<file path="src/rtl/bus_fairness_monitor_if.sv">
// bus_fairness_monitor_if: per-channel cmd/rsp handshake bundle observed by the fairness monitor
interface bus_fairness_monitor_if #(
    parameter int CHANNELS = 2
);
    logic [CHANNELS-1:0] cmd_valid;
    logic [CHANNELS-1:0] cmd_ready;
    logic [CHANNELS-1:0] cmd_wr;
    logic [CHANNELS-1:0] rsp_ready;

    modport master (output cmd_valid, cmd_ready, cmd_wr, rsp_ready);
    modport slave (input cmd_valid, cmd_ready, cmd_wr, rsp_ready);
endinterface

</file>
<file path="src/rtl/bus_fairness_monitor.sv">
// bus_fairness_monitor: per-channel command/response wait tracking with a single fairness verdict
module bus_fairness_monitor #(
    parameter int CHANNELS        = 2,
    parameter int MAX_WAIT        = 4,
    parameter int CNT_W           = 3,
    parameter int MAX_OUTSTANDING = 1,
    parameter int OUT_W           = 1
) (
    input  logic                      clock,
    input  logic                      reset,
    input  logic                      clear,
    bus_fairness_monitor_if.slave     bus,
    output logic                      fair,
    output logic [CHANNELS-1:0]       violation,
    output logic [CHANNELS-1:0]       proto_err,
    output logic [CHANNELS*OUT_W-1:0] outstanding
);
    localparam logic [CNT_W-1:0] MAX_CNT = CNT_W'(MAX_WAIT);
    localparam logic [OUT_W-1:0] MAX_OUT = OUT_W'(MAX_OUTSTANDING);

    logic [CHANNELS-1:0] atMax;

    for (genvar i = 0; i < CHANNELS; i++) begin : gChan
        logic [CNT_W-1:0] cmdWait;
        logic [CNT_W-1:0] rspWait;
        logic [OUT_W-1:0] outCnt;
        logic             violFlag;
        logic             errFlag;
        logic             rdAcc;
        logic             rsp;
        logic             overflow;
        logic             underflow;

        assign rdAcc     = bus.cmd_valid[i] & bus.cmd_ready[i] & ~bus.cmd_wr[i];
        assign rsp       = bus.rsp_ready[i];
        assign overflow  = rdAcc & ~rsp & (outCnt == MAX_OUT);
        assign underflow = rsp & ~rdAcc & (outCnt == '0);

        // In-flight reads follow the bus regardless of clear; errors and wait counters are clearable
        always_ff @(posedge clock or posedge reset) begin
            if (reset) begin
                cmdWait  <= '0;
                rspWait  <= '0;
                outCnt   <= '0;
                violFlag <= 1'b0;
                errFlag  <= 1'b0;
            end else begin
                outCnt <= (rdAcc & ~rsp & ~overflow) ? outCnt + 1'b1 :
                          (rsp & ~rdAcc & ~underflow) ? outCnt - 1'b1 : outCnt;
                if (clear) begin
                    cmdWait  <= '0;
                    rspWait  <= '0;
                    violFlag <= 1'b0;
                    errFlag  <= 1'b0;
                end else begin
                    cmdWait  <= (bus.cmd_valid[i] & ~bus.cmd_ready[i]) ?
                                ((cmdWait == MAX_CNT) ? MAX_CNT : cmdWait + 1'b1) : '0;
                    rspWait  <= ((outCnt != '0) & ~rsp) ?
                                ((rspWait == MAX_CNT) ? MAX_CNT : rspWait + 1'b1) : '0;
                    violFlag <= violFlag | atMax[i];
                    errFlag  <= errFlag | overflow | underflow;
                end
            end
        end

        assign atMax[i]                       = (cmdWait == MAX_CNT) | (rspWait == MAX_CNT);
        assign violation[i]                   = violFlag;
        assign proto_err[i]                   = errFlag;
        assign outstanding[i*OUT_W +: OUT_W]  = outCnt;
    end

    assign fair = ~|(atMax | proto_err);
endmodule

</file>
<file path="src/flat_wrapper.sv">
// flat-port wrapper written by rule: the top's interface ports become plain ports
module bus_fairness_monitor_flat 
#(
    parameter int CHANNELS        = 2,
    parameter int MAX_WAIT        = 4,
    parameter int CNT_W           = 3,
    parameter int MAX_OUTSTANDING = 1,
    parameter int OUT_W           = 1
)
  (clock, reset, clear, fair, violation, proto_err, outstanding, bus_cmd_valid, bus_cmd_ready, bus_cmd_wr, bus_rsp_ready);
  bus_fairness_monitor_if #(.CHANNELS(CHANNELS)) bus_i ();
  input  logic clock;
  input  logic reset;
  input  logic clear;
  output logic fair;
  output logic [CHANNELS-1:0] violation;
  output logic [CHANNELS-1:0] proto_err;
  output logic [CHANNELS*OUT_W-1:0] outstanding;
  input wire logic [$bits(bus_i.cmd_valid)-1:0] bus_cmd_valid;
  input wire logic [$bits(bus_i.cmd_ready)-1:0] bus_cmd_ready;
  input wire logic [$bits(bus_i.cmd_wr)-1:0] bus_cmd_wr;
  input wire logic [$bits(bus_i.rsp_ready)-1:0] bus_rsp_ready;
  assign bus_i.cmd_valid = bus_cmd_valid;
  assign bus_i.cmd_ready = bus_cmd_ready;
  assign bus_i.cmd_wr = bus_cmd_wr;
  assign bus_i.rsp_ready = bus_rsp_ready;
  bus_fairness_monitor #(.CHANNELS(CHANNELS), .MAX_WAIT(MAX_WAIT), .CNT_W(CNT_W), .MAX_OUTSTANDING(MAX_OUTSTANDING), .OUT_W(OUT_W)) u_core (.clock(clock), .reset(reset), .clear(clear), .bus(bus_i), .fair(fair), .violation(violation), .proto_err(proto_err), .outstanding(outstanding));
endmodule
</file>
<file path="config.mk">
export PLATFORM = sky130hd
export DESIGN_NAME = bus_fairness_monitor_flat
export DESIGN_NICKNAME = d
export VERILOG_FILES = /design/src/rtl/bus_fairness_monitor_if.sv /design/src/rtl/bus_fairness_monitor.sv /design/src/flat_wrapper.sv
export SDC_FILE = /design/constraint.sdc
export NUM_CORES = 1
export LEC_CHECK = 0
export CORE_UTILIZATION = 54
export DETAILED_ROUTE_END_ITERATION = 6
export PLACE_DENSITY = 0.82
export SYNTH_ARGS = -nofsm -noshare
export SYNTH_HDL_FRONTEND = slang
export SYNTH_SLANG_ARGS = --single-unit
</file>
<file path="constraint.sdc">
create_clock -name clock -period 1.5 [get_ports clock]
set_input_delay 0.225 -clock clock [delete_from_list [all_inputs] [get_ports clock]]
set_output_delay 0.225 -clock clock [all_outputs]
set_load 0.05 [all_outputs]
</file>
==> impl_metrics.env <==
export IMPL_cp_num_buf_inv=2
export IMPL_ys_seq_area_frac=0.4712
export IMPL_cpPeakStageDelay_ns=0.41
export IMPL_cp_end_kind="output port"
export IMPL_r2r_cells=9
export IMPL_dpl_cell_area_um2=1180
export IMPL_r2r_start="u_core.gChan[0].rspWait[0]$_DFF_PP0_"
export IMPL_netlist_area_um2=955.9
export IMPL_root_buffer="clkbuf_4"
export IMPL_wl_per_cell_um=16.26
export IMPL_finalNetCount=148
export IMPL_violations="DRC, setup timing"
export IMPL_cts_path_max_buffers=2
export IMPL_worstSetupStartpointType="flip-flop"
export IMPL_postSynthAreaPerCell_um2=10.06
export IMPL_htreeDepth=1
export IMPL_clk_latency_ns=0.29
export IMPL_dp_hpwl_mm=1.395
export IMPL_gp_congestion=0.7070
export IMPL_path_class="reg -> out"
export IMPL_status="finished, violations left"
export IMPL_ctsHoldBuffers=0
export IMPL_hold_path_class="in -> async"
export IMPL_required_ns=1.27
export IMPL_cp_arrival_ns=1.50
export IMPL_min_period_over_period=1.151
export IMPL_core_area_um2=1577
export IMPL_finalSetupViolations=1
export IMPL_ys_warn_count=0
export IMPL_grt_overflow=0
export IMPL_dieArea_um2=1943
export IMPL_cp_max_fo=2
export IMPL_drt_initial_drc_count=13
export IMPL_synthTopCellsByArea="dfrtp_1 (47%), ha_1 (10%), inv_1 (6.7%)"
export IMPL_reg2reg_to="u_core.gChan[0].rspWait[0]$_DFF_PP0_"
export IMPL_via_per_inst=5.804
export IMPL_leakagePower_nw=0.6591
export IMPL_power_total_mw=0.9643
export IMPL_ys_ff_latch=18
export IMPL_grt_pass1_wl_mm=3.539
export IMPL_r2r_slack_ns=0.05
export IMPL_worstPathCellList="inv_2 > ha_4 > nand2_2 > nand4_1 > nor3_4 > buf_12"
export IMPL_ir_drop_v=0.0006778
export IMPL_pre_cts_ws_ns=-0.03922
export IMPL_fmax_mhz=579.0
export IMPL_crit_family="simple AND/OR/NAND/NOR gates"
export IMPL_cts_buffers=3
export IMPL_stdcell_area_um2=1385
export IMPL_maxSlewViolCount=0
export IMPL_cap_violations=0
export IMPL_grt_pass1_vias=794
export IMPL_die_x_um=44.08
export IMPL_drive_above_1_share=0.4016
export IMPL_nFillCells=88
export IMPL_antennaDiodeCount=0
export IMPL_yosysTopAreaCell="dfrtp_1"
export IMPL_io_buffers=17
export IMPL_die_h_um=44.08
export IMPL_antenna_found_initial=0
export IMPL_grt_max_degree=19
export IMPL_netlist_instances=95
export IMPL_yosys_area_top_type_share=0.4712
export IMPL_start_util=0.6063
export IMPL_clkTransAtPathRegs_ns=0.10
export IMPL_startpoint="u_core.gChan[0].rspWait[0]$_DFF_PP0_"
export IMPL_powerDensity_nw_per_um2=696.2
export IMPL_cp_slowest_cell="dfrtp_1"
export IMPL_fin_crit_ns=1.727
export IMPL_cts_tree="built"
export IMPL_track_usage=0.2611
export IMPL_hold_violations=0
export IMPL_tightest_slew_ns=0.4341
export IMPL_wl_mm=2.325
export IMPL_clock_sinks=18
export IMPL_rsz0062_at_grt="true"
export IMPL_vias=830
export IMPL_drtPass1Iterations=7
export IMPL_drc=1
export IMPL_setup_slack_ns=-0.2270
export IMPL_skew_ns=0.001165
export IMPL_ioPinCount=18
export IMPL_antenna_left=0
export IMPL_ys_types=21
export IMPL_syn_nets=114
export IMPL_max_slew_margin_rel=0.7100
export IMPL_area_growth_pct=44.90
export IMPL_rows=14
[metrics by stage]
| stage | hold slack [ns] | cells | setup TNS (ns) | utilization |
|---|---|---|---|---|
| final | 0.2797 | 143 | -0.2270 | 0.8786 |
| after global routing | 0.3148 | 143 | -0.2745 | 0.8786 |
| after CTS | 0.2470 | 141 | -0.5008 | 0.8540 |
| after detailed placement | 0.4648 | 125 | -0.03922 | 0.7484 |
| after global placement | 0.4599 | 125 | 0 | 0.7484 |
| after floorplan | 0.1636 | 95 | 0 | - |
[worst min-delay path: cells and delay by family]
kind,cells,cell delay (ns)
buffers and inverters,3,0.73
[worst max-delay path by stage]
stage	endpoint	slack (ns)	cells past startpoint
after floorplan	fair	0.03	5
after global placement	fair	0.05	6
after detailed placement	u_core.gChan[0].cmdWait[2]$_DFF_PP0_	-0.04	4
after CTS	fair	-0.27	6
after global routing	fair	-0.27	6
final	fair	-0.23	6
[power by group]
group          internal (mW)  leakage, nW  total (mW)  switching (mW)
combinational          0.111        0.399       0.214           0.102
sequential             0.498        0.247       0.514          0.0165
clock                 0.0932       0.0138       0.236           0.143
total                  0.702        0.659       0.964           0.262
[layer usage]
layer,up-vias,share of wire,track usage
met5,-,0,0
met4,0,0.055,0.1455
met3,16,0.036,0.02449
met2,41,0.54,0.4971
met1,396,0.37,0.2772
li1,377,-,-
[flip-flops by register name (all words and copies together), names as in the netlist]
register / count
u_core.gChan.cmdWait: 6
u_core.gChan.errFlag: 2
u_core.gChan.outCnt: 2
u_core.gChan.rspWait: 6
u_core.gChan.violFlag: 2
[layout by cell type (no fill, tap or decap), types with 3 or more instances in the layout]
| master | instances |
|---|---|
| dfrtp_1 | 18 |
| inv_2 | 4 |
| and3_1 | 4 |
| buf_12 | 5 |
| buf_6 | 5 |
| buf_4 | 15 |
| ha_1 | 4 |
| a31oi_1 | 4 |
| nand2_1 | 4 |
| clkdlybuf4s50_1 | 10 |
| nor2_1 | 6 |
| inv_1 | 13 |
| nand2_2 | 3 |
| clkbuf_4 | 3 |
[cells in the mapped netlist]
cell and number:
dfrtp_1 18, inv_1 17, ha_1 8, nand2_1 8, buf_4 6, nor2_1 6
a31oi_1 4, and3_1 4, a21o_2 2, a21oi_1 2, nand3_1 2, nand3b_1 2
nand4b_1 2, nor3_2 2, nor3b_1 2, nor3b_2 2, o21ai_0 2, o21ba_2 2
or3_4 2, nand4_1 1, nor3_1 1
[timing repair]
item                                    CTS  global route
pin swaps                                 7             6
buffers inserted                         13             4
gates resized for setup                  15             8
endpoints found under the setup margin    1             3
[final cells by class]
class                           instances  area [µm²]  area share
Clock buffer                            3       22.52     0.01626
Inverter                               17       63.81     0.04607
Multi-Input combinational cell         54       459.2      0.3315
Sequential cell                        18       450.4      0.3252
Tap cell                               16       20.02     0.01445
Timing Repair Buffer                   35       369.1      0.2665
[cells by family (layout without fill, tap and decap cells)]
| family | Yosys count | in the layout | share of synthesized area |
|---|---|---|---|
| AND/OR/NAND/NOR | 34 | 34 | 0.2238 |
| flip-flops | 18 | 18 | 0.4712 |
| AO/OA/AOI/OAI | 12 | 12 | 0.08639 |
| adder cells (fa/ha/maj) | 8 | 8 | 0.1047 |
| buffers and inverters | 23 | 55 | 0.1139 |
No activity file was read; power rests on OpenSTA's default activity.
